==> config.mk <==
export PLATFORM = sky130hd
export DESIGN_NAME = fetch_unit
export DESIGN_NICKNAME = d
export VERILOG_FILES = /design/src/rtl/fetch_unit.sv
export SDC_FILE = /design/constraint.sdc
export NUM_CORES = 1
export LEC_CHECK = 0
export ABC_AREA = 1
export CAP_MARGIN = 15
export CORE_ASPECT_RATIO = 0.75
export CORE_MARGIN = 2
export CORE_UTILIZATION = 45
export CTS_BUF_LIST = sky130_fd_sc_hd__clkbuf_4
export DETAILED_ROUTE_END_ITERATION = 6
export MAX_ROUTING_LAYER = met4
export PLACE_DENSITY = 0.63
export RECOVER_POWER = 50
export SETUP_SLACK_MARGIN = 0.3
export SYNTH_ARGS = -nofsm -noshare
export SYNTH_HDL_FRONTEND = slang
export SYNTH_SLANG_ARGS = --single-unit
==> constraint.sdc <==
create_clock -name clk -period 7 [get_ports clk]
set_clock_uncertainty 0.1 [all_clocks]
set_input_delay 0.7 -clock clk [delete_from_list [all_inputs] [get_ports clk]]
set_output_delay 0.7 -clock clk [all_outputs]
set_load 0.01 [all_outputs]
==> src/rtl/fetch_unit.sv <==
// Instruction-fetch stage: single-outstanding imem request port feeding a small
// instruction queue toward decode, with flush-and-restart on redirect.
module fetch_unit #(
   parameter int unsigned        ADDR_W   = 32,
   parameter int unsigned        INST_W   = 32,
   parameter logic [ADDR_W-1:0]  RESET_PC = {ADDR_W{1'b0}},
   parameter int unsigned        FQ_DEPTH = 4
) (
   input  logic              clk,
   input  logic              rst,
   input  logic              redirect_valid,
   input  logic [ADDR_W-1:0] redirect_pc,
   output logic              imem_req_valid,
   input  logic              imem_req_ready,
   output logic [ADDR_W-1:0] imem_req_addr,
   input  logic              imem_rsp_valid,
   input  logic [INST_W-1:0] imem_rsp_data,
   output logic              if_valid,
   input  logic              if_ready,
   output logic [ADDR_W-1:0] if_pc,
   output logic [ADDR_W-1:0] if_pc_plus4,
   output logic [INST_W-1:0] if_instruction
);

   localparam int unsigned PTR_W = $clog2(FQ_DEPTH);
   localparam int unsigned CNT_W = $clog2(FQ_DEPTH + 1);
   localparam int unsigned OCC_W = CNT_W + 1;

   localparam logic [1:0] ST_IDLE = 2'd0;
   localparam logic [1:0] ST_WAIT = 2'd1;
   localparam logic [1:0] ST_KILL = 2'd2;

   logic [1:0]        state;
   logic [1:0]        state_nxt;
   logic [ADDR_W-1:0] fetch_pc;
   logic [ADDR_W-1:0] pending_pc;
   logic [ADDR_W-1:0] q_pc   [FQ_DEPTH];
   logic [INST_W-1:0] q_inst [FQ_DEPTH];
   logic [PTR_W-1:0]  rd_ptr;
   logic [PTR_W-1:0]  wr_ptr;
   logic [CNT_W-1:0]  count;
   logic              push;
   logic              pop;
   logic              req_fire;
   logic [OCC_W-1:0]  occ_nxt;

   // Handshake qualifiers; a request only goes out if its response is guaranteed a slot
   always_comb begin
      push           = imem_rsp_valid && (state == ST_WAIT) && !redirect_valid;
      if_valid       = (count != '0) && !redirect_valid;
      pop            = if_valid && if_ready;
      occ_nxt        = OCC_W'(count) + OCC_W'(push) - OCC_W'(pop);
      imem_req_valid = rst && !redirect_valid
                       && ((state == ST_IDLE) || ((state == ST_WAIT) && imem_rsp_valid))
                       && (occ_nxt < OCC_W'(FQ_DEPTH));
      req_fire       = imem_req_valid && imem_req_ready;
   end

   // KILL waits out the stale response of a request made before a redirect
   always_comb begin
      state_nxt = state;
      case (state)
         ST_IDLE: begin
            if (req_fire) state_nxt = ST_WAIT;
         end
         ST_WAIT: begin
            if (redirect_valid)      state_nxt = imem_rsp_valid ? ST_IDLE : ST_KILL;
            else if (imem_rsp_valid) state_nxt = req_fire ? ST_WAIT : ST_IDLE;
         end
         ST_KILL: begin
            if (imem_rsp_valid) state_nxt = ST_IDLE;
         end
         default: state_nxt = ST_IDLE;
      endcase
   end

   always_ff @(posedge clk or negedge rst) begin
      if (!rst) begin
         state      <= ST_IDLE;
         fetch_pc   <= RESET_PC;
         pending_pc <= RESET_PC;
         rd_ptr     <= '0;
         wr_ptr     <= '0;
         count      <= '0;
      end else begin
         state <= state_nxt;
         if (redirect_valid)  fetch_pc <= redirect_pc;
         else if (req_fire)   fetch_pc <= fetch_pc + ADDR_W'(4);
         if (req_fire)        pending_pc <= fetch_pc;
         if (redirect_valid) begin
            rd_ptr <= '0;
            wr_ptr <= '0;
            count  <= '0;
         end else begin
            if (push) wr_ptr <= wr_ptr + PTR_W'(1);
            if (pop)  rd_ptr <= rd_ptr + PTR_W'(1);
            count <= CNT_W'(occ_nxt);
         end
      end
   end

   // Queue payload storage needs no reset; count gates visibility
   always_ff @(posedge clk) begin
      if (push) begin
         q_pc[wr_ptr]   <= pending_pc;
         q_inst[wr_ptr] <= imem_rsp_data;
      end
   end

   assign imem_req_addr  = fetch_pc;
   assign if_pc          = q_pc[rd_ptr];
   assign if_pc_plus4    = q_pc[rd_ptr] + ADDR_W'(4);
   assign if_instruction = q_inst[rd_ptr];

endmodule

# Yosys cells after proc, flatten, opt, wreduce, memory -nomap -nowiden
# Memories as Yosys holds them, arrays and structs flattened.
# Cells that the tools add are included.
# classes
n_addsub	6
n_lt_le_gt_ge	1
eq_ne	5
muxes	16
n_reduce_logical	16
# ops
cell	n
$add A32 B3 Y32 const B	2
$mux W32	2
$mux W2	9
$logic_and A1 B1 Y1	8
$pmux W2 S3	1
$reduce_bool A2 Y1	3
$add A2 B1 Y2 const B	2
$add A3 B1 Y4	1
$lt A4 B3 Y1 const B	1
$ne A2 B2 Y1 const B	2
$sub A4 B1 Y4	1
$mux W1	3
$mux W3	1
$ne A3 B3 Y1 const B	1
$reduce_and A3 Y1	1
$reduce_bool A3 Y1	1
$eq A2 B1 Y1 const B	1
$eq A2 B2 Y1 const B	1
$logic_not A2 Y1	1
$logic_not A1 Y1	1
$logic_or A1 B1 Y1	1
# totals
reg_bits	73
ram_bits	256
inputBits	70
word_cells	52
mem_count	2
# memory_table
name	depth	width	read_ports	rd_ports_with_merged_regs	write_ports	line	text
q_inst	4	32	1	0	1	38	logic [INST_W-1:0] q_inst [FQ_DEPTH];
q_pc	4	32	1	0	1	37	logic [ADDR_W-1:0] q_pc [FQ_DEPTH];

# Depth between registers and ports, before layout
# Gate-level depths: netlist of run 1.
# logic_depth
word_depth	12
mapped_depth	21

# Worst setup path before layout of run 1
# Ideal clock, no wire load.
# synth_timing
path_kind	input to register
from	input port imem_rsp_valid
to	memory q_inst[0][0] (enable)
arrival_time_ns	3.807
t_required_ns	6.414
setup_slack_ns	2.607
cell_stages	6
n_path_buf	0
cell_sequence	inv_1 -> nor2_1 -> inv_1 -> nor2_1 -> inv_1 -> nor2_1
# synth_between
elab_chain_cells	4
# synth_lines
item	line	text
from (decl)	16	input logic imem_rsp_valid,
$logic_and A1 B1 Y1 (2 in a row)	49	push = imem_rsp_valid && (state == ST_WAIT) && !redirect_valid;
$mux W1	104	if (push) begin
$mux W1 (implied by the code)	106	q_inst[wr_ptr] <= imem_rsp_data;
to (decl)	38	
# No other way between the ends.

# Worst setup path in the final report of run 1
# layout_timing
from	register rd_ptr[0]
to	output port if_pc_plus4[31]
# layout_between
elab_chain_cells	2
# layout_lines
item	line	text
from (decl)	39	logic [PTR_W-1:0] rd_ptr;
from (signal assigned)	96	if (pop) rd_ptr <= rd_ptr + PTR_W'(1);
$mem_v2 Z4 W32	-	
$add A32 B3 Y32	112	assign if_pc_plus4 = q_pc[rd_ptr] + ADDR_W'(4);
to (decl)	21	output logic [ADDR_W-1:0] if_pc_plus4,
# No other way between the ends.

==> impl_metrics.py, run 1 <==
metrics = {
    "synthesis": {
        "syn-num-nets": 1641,
        "synth_edf_count": 256,
        "avgSynthCellArea_um2": 9.66,
        "ys_top_cells_by_area": "edfxtp_1 51%, nand2_1 13%, dfrtp_1 12%",
        "synth_ff_type": "edfxtp_1",
        "synth_top_cell_area_share_pct": 51.0,
        "synth-seq-cells": 329,
        "syn_area_um2": 15100,
        "ys_types": 32,
        "yosysTopAreaCell": "edfxtp_1",
        "yosysSeqAreaShare_pct": 63.1,
        "synthArstFlopShare_pct": 22.2,
        "synthCells": 1560,
        "yosys_warnings": 0,
    },
    "critical_path": {
        "cp_common_cell": "nand2_1",
        "worstPathCellList": "inv_4 -> buf_4 -> nand2_1 -> nand2_1 -> nand2_1 -> nand2_1 -> nand2_1 -> nor2_1 -> nand2_1 -> nor2_1 -> nand3_1 -> nand2_1 -> clkdlybuf4s50_1",
        "cp_slowest_cell": "dfrtp_4",
        "worstPathArrival_ns": 4.20,
        "endpoint_kind": "output pin",
        "worstPathRequired_ns": 6.20,
        "setup.worst_path.start_class": "register",
        "path_max_fanout": 67,
        "max_stage_delay_ns": 0.69,
        "path_class": "register to output pin",
    },
    "timing": {
        "period_share_pct": 71.5,
        "worstMarginPinSlew_ns": 4.23,
        "setup_viol": 0,
        "hold_viol": 0,
        "slew_headroom_pct": -182,
        "max_clock_freq_mhz": 200,
        "rsz0062_at_grt": "no",
        "setup_ws_ns": 2.00,
        "tns_ns": 0,
        "post-route-min-period_ns": 5.00,
        "slew_violations": 142,
    },
    "final_layout": {
        "nets": 1867,
        "syn_to_final_growth_pct": 22.6,
        "final_layout_size_suffix_gt1_share_pct": 9.10,
        "nFillCells": 3018,
        "finalCoreUtilization_pct": 55.6,
        "mostFrequentLayoutCells": "503 x nand2_1, 256 x edfxtp_1, 171 x nor2_1",
        "final_common_cell": "nand2_1",
    },
    "pwr": {
        "clkPwrFrac_pct": 27.6,
        "internal-power_mw": 3.98,
        "vdd_drop_max_uv": 196,
        "switching_power_mw": 2.04,
        "cellPowerDensity_nw_per_um2": 326,
        "swShare_pct": 34.0,
        "pwr-share-seq_pct": 43.3,
        "total_leakage_power_nw": 7.39,
        "p_comb_share_pct": 29.2,
    },
    "routing": {
        "antenna_left": 0,
        "wl_met2_um": 17000,
        "m1WireLength_um": 19200,
        "dr_wl_met3_um": 2390,
        "num_vias": 11700,
        "dr.pass1.iters": 5,
        "drc_errors": 0,
        "viasPerCell": 5.07,
        "postRouteWirelength_um": 39200,
        "routed.top_layer": "met4",
        "wl_per_cell_um": 17.0,
        "drt_iter0_drc": 973,
    },
    "die": {
        "core-area_um2": 33200,
        "die_area_um2": 35000,
        "num_rows": 58,
        "die_h_um": 163,
        "start_util_pct": 45.4,
        "io_pins": 200,
        "die_w_um": 215,
    },
    "worst_hold_path": {
        "hp-class": "register to register",
    },
    "clocking": {
        "tritoncts": "built",
        "cts-root-buf": "clkbuf_4",
        "postCtsSetupRepairBufs": 0,
        "numCtsBuffers": 83,
        "cts_buffer_depth": 3,
        "cts.clk_slew.worst_paths_ns": 0.06,
        "clk_latency_ns": 0.69,
        "cts_resized": 0,
        "clock-sinks": 329,
        "h-tree-depth": 3,
    },
    "status": {
        "outcome": "complete, but fails checks",
        "violations": "capacitance limit, slew limit",
    },
    "run": {
        "drv_cap": 3,
    },
    "global_route": {
        "grt_pass1_wl_um": 61400,
        "grt_pass1_vias": 11300,
        "grt_max_degree": 97,
        "antenna_found_initial": 2,
        "grt-ovfl-total": 0,
        "grt_usage_pct": 23.3,
    },
    "placed_design": {
        "gp_congestion": 0.897,
        "hpwl_um": 24800,
        "numPortBuffers": 199,
        "dp_slack_ns": 2.41,
    },
}
==> power groups by stage <==
| stage | Clock, mW | Combinational [mW] | Sequential [mW] |
|---|---|---|---|
| floorplan | 0 | 1.00 | 2.54 |
| global placement | 0 | 1.75 | 2.63 |
| detailed placement | 0 | 1.77 | 2.64 |
| CTS | 1.72 | 1.78 | 2.60 |
| global route | 1.83 | 1.95 | 2.63 |
| finish | 1.66 | 1.76 | 2.61 |
==> per-stage QoR <==
step | instances | area, um^2 | power, mW | hold WS (ns)
CTS | 2296 | 18500 | 6.10 | 0.357
finish | 2299 | 18500 | 6.02 | 0.415
detailed placement | 2149 | 17400 | 4.41 | 0.406
global placement | 2149 | 17400 | 4.39 | 0.397
global route | 2299 | 18500 | 6.41 | 0.432
floorplan | 1560 | 15100 | 3.54 | 0.304
==> cells in the mapped netlist, types with 3 or more instances <==
cell	instances
dfrtp_1	73
o21ai_0	105
nand2_1	503
edfxtp_1	256
buf_2	24
o211ai_1	8
nor2_2	7
ha_1	10
buf_1	3
a21oi_1	5
o22ai_1	34
nand2_2	12
clkbuf_1	29
xor2_1	31
buf_4	9
buf_6	6
nand3_1	137
inv_1	94
nand4_1	11
nor2_1	175
nor3_1	13
==> registers in the layout, indices dropped and copies added, names as in the netlist <==
signal         flops
count              3
rd_ptr             2
q_pc             128
pending_pc        32
state              2
q_inst           128
imem_req_addr     32
wr_ptr             2
==> routing by layer <==
metal	up-vias	track usage [%]
li1	5746	-
met1	5493	34.3
met2	370	33.2
met3	48	4.43
met4	0	6.11
met5	-	-
==> logic make-up after synthesis <==
family / after synthesis / share of synthesized area, %
simple gates: 863 / 23.4
flops: 329 / 63.1
buf+inv: 167 / 4.90
compound gates: 157 / 5.69
xor+xnor: 33 / 1.92
fa+ha+maj: 11 / 0.963
==> critical path: cells and delay by family, from the launching register on <==
| family | cells | cell delay (ns) |
|---|---|---|
| buffers and inverters | 3 | 1.79 |
| flip-flops | 1 | 0.69 |
| AND/OR/NAND/NOR | 10 | 1.02 |
==> final timing paths <==
check | cells after the start | slack (ns) | endpoint | startpoint
worst min register to register | 0 | 0.42 | q_pc[1][29] | pending_pc[29]
max in group asynchronous | 3 | 2.70 | rd_ptr[1] | rst
worst max register to register | 8 | 2.17 | q_pc[2][25] | state[1]
worst min-delay path | 0 | 0.42 | q_pc[1][29] | pending_pc[29]
worst max-delay path | 13 | 2.00 | if_pc_plus4[31] | rd_ptr[0]
min in group asynchronous | 2 | 0.98 | imem_req_addr[2] | rst
==> repair_timing <==
| action | CTS | global route |
|---|---|---|
| hold endpoints to repair | 34 | 0 |
| setup endpoints to repair | 0 | 0 |
| hold buffers | 1 | 0 |
==> final cells by class <==
type	count	area (um^2)	share of cell area (%)
antenna	2	5.00	0.0271
sequential	329	9520	51.5
clock buffer	122	916	4.96
timing repair buffer	212	2070	11.2
inverter	96	363	1.96
multi-input combinational	1064	4860	26.3
clock inverter	24	183	0.988
tap	450	563	3.05
Note: power is estimated with default switching activity, not from simulation.
==> run 2: changes to the inputs <==
PLACE_DENSITY = 0.66   (was 0.63)
clock period = 4.15 ns   (was 7 ns; I/O delays follow)
==> impl_metrics.py, run 2 (synthesized netlist as in run 1, its figures left out) <==
metrics = {
    "die": {
        "start_util_pct": 45.4,
        "num_rows": 58,
        "io_pins": 200,
        "die_area_um2": 35000,
        "die_h_um": 163,
        "die_w_um": 215,
        "core-area_um2": 33200,
    },
    "critical_path": {
        "setup.worst_path.start_class": "register",
        "r2r-end": "imem_req_addr[31]",
        "path_max_fanout": 15,
        "endpoint": "if_pc_plus4[15]",
        "startpoint": "rd_ptr[0]",
        "rr_startpoint": "state[1]",
        "endpoint_kind": "output pin",
        "rrSetupSlack_ns": 0.66,
        "path_class": "register to output pin",
        "reg2reg_depth": 20,
        "worstPathArrival_ns": 3.25,
        "worstPathRequired_ns": 3.63,
    },
    "status": {
        "violations": "capacitance limit, slew limit",
        "outcome": "complete, but fails checks",
    },
    "pwr": {
        "p_total_mw": 10.4,
        "p_comb_share_pct": 31.6,
        "switching_power_mw": 3.57,
        "clkPwrFrac_pct": 26.1,
        "cellPowerDensity_nw_per_um2": 547,
        "pwr-share-seq_pct": 42.3,
        "total_leakage_power_nw": 7.64,
        "swShare_pct": 34.5,
        "internal-power_mw": 6.79,
        "vdd_drop_max_uv": 218,
    },
    "final_layout": {
        "mostFrequentLayoutCells": "489 x nand2_1, 256 x edfxtp_1, 156 x nor2_1",
        "reg_top3": "q_inst x128, q_pc x128",
        "finalInstanceArea_um2": 18900,
        "final_layout_size_suffix_gt1_share_pct": 12.4,
        "syn_to_final_growth_pct": 25.7,
        "nets": 1896,
        "final_common_cell": "nand2_1",
    },
    "worst_hold_path": {
        "hp-class": "input port to register",
    },
    "timing": {
        "slew_violations": 204,
        "setup_ws_ns": 0.386,
        "max_clock_freq_mhz": 266,
        "period_share_pct": 90.7,
        "rsz0062_at_grt": "yes",
        "setup_viol": 0,
        "slew_headroom_pct": -35.9,
        "hold_viol": 0,
        "worstMarginPinSlew_ns": 2.04,
        "post-route-min-period_ns": 3.76,
    },
    "global_route": {
        "grt_max_degree": 86,
        "grt-ovfl-total": 0,
        "antenna_found_initial": 1,
        "grt_pass1_vias": 11300,
        "grt_usage_pct": 23.7,
        "grt_pass1_wl_um": 62800,
    },
    "clocking": {
        "clk_latency_ns": 0.71,
        "h-tree-depth": 3,
        "numCtsBuffers": 84,
        "cts.clk_slew.worst_paths_ns": 0.06,
        "cts_buffer_depth": 3,
        "clock-sinks": 329,
        "cts-root-buf": "clkbuf_4",
        "tritoncts": "built",
    },
    "routing": {
        "dr.pass1.iters": 5,
        "num_vias": 11900,
        "viasPerCell": 5.11,
        "antenna_left": 0,
        "drt_iter0_drc": 1058,
        "drc_errors": 0,
        "postRouteWirelength_um": 40200,
        "wl_per_cell_um": 17.3,
    },
    "placed_design": {
        "numPortBuffers": 199,
        "gp_congestion": 0.902,
        "place_area_um2": 17500,
        "dp_slack_ns": 0.309,
        "hpwl_um": 25500,
    },
    "run": {
        "drv_cap": 3,
    },
}
## run 2: how the worst min path moves through the flow
| stage | to | slack, ns | start | cells after the start |
|---|---|---|---|---|
| 2_1_floorplan | count[0] | 0.02 | rst | 0 |
| 4_1_cts | imem_req_addr[6] | 0.12 | redirect_pc[6] | 3 |
| 3_5_place_dp | q_pc[0][5] | 0.41 | pending_pc[5] | 0 |
| 5_1_grt | imem_req_addr[30] | 0.14 | redirect_pc[30] | 3 |
| 3_3_place_gp | q_pc[1][9] | 0.40 | pending_pc[9] | 0 |
| 6_report | imem_req_addr[6] | 0.18 | redirect_pc[6] | 3 |
## run 2: per-stage QoR
step / hold WS (ns) / utilization (%) / instances / TNS, ns
2_1_floorplan: 0.0194 / - / 1560 / -2.72
3_5_place_dp: 0.409 / 52.7 / 2161 / 0
5_1_grt: 0.135 / 57.0 / 2325 / 0
6_report: 0.180 / 57.0 / 2325 / 0
3_3_place_gp: 0.402 / 52.7 / 2161 / 0
4_1_cts: 0.119 / 56.3 / 2308 / 0
## run 2: timing repair
action,CTS,global route
hold buffers,1,0
setup buffers,4,7
hold endpoints to repair,73,0
gates cloned,1,4
resized for setup,25,43
setup endpoints to repair,27,25
pin swaps,2,4
## run 2: worst max-delay path: stages, from the launching register on
cell             delay (ns)
dfrtp_4                0.57
inv_12                 0.14
buf_16                 0.16
nand2_1                0.07
nand2_1                0.06
nand2_1                0.06
nand2_2                0.16
nand2_1                0.12
nor2_2                 0.19
nand2_1                0.12
nor2_4                 0.15
xor2_1                 0.16
clkdlybuf4s50_1        0.59
## run 2: final cells by class
| type | instances | area (um^2) |
|---|---|---|
| Timing Repair Buffer | 238 | 2420 |
| Antenna cell | 5 | 12.5 |
| Fill cell | 2990 | 14300 |
| Timing Repair inverter | 2 | 17.5 |
| Sequential cell | 329 | 9520 |
| Inverter | 96 | 380 |
| Clock buffer | 118 | 886 |
| Tap cell | 450 | 563 |
| Multi-Input combinational cell | 1064 | 4990 |
| Clock inverter | 23 | 159 |
## run 2: power groups by stage
stage	Sequential (mW)	Combinational [mW]	Clock [mW]
5_1_grt	4.42	3.59	2.97
3_3_place_gp	4.41	3.01	0
4_1_cts	4.35	3.18	2.79
2_1_floorplan	4.28	1.69	0
6_report	4.38	3.28	2.70
3_5_place_dp	4.43	3.05	0
## run 2: routing by layer
metal / routed length [um] / share of wire [%] / up-vias / GRT usage [%]
li1: - / - / 5802 / -
met3: 2680 / 6.7 / 50 / 4.41
met4: 616 / 1.5 / 0 / 6.80
met1: 19200 / 48 / 5611 / 34.2
met2: 17700 / 44 / 418 / 34.3
met5: 0 / 0 / - / -
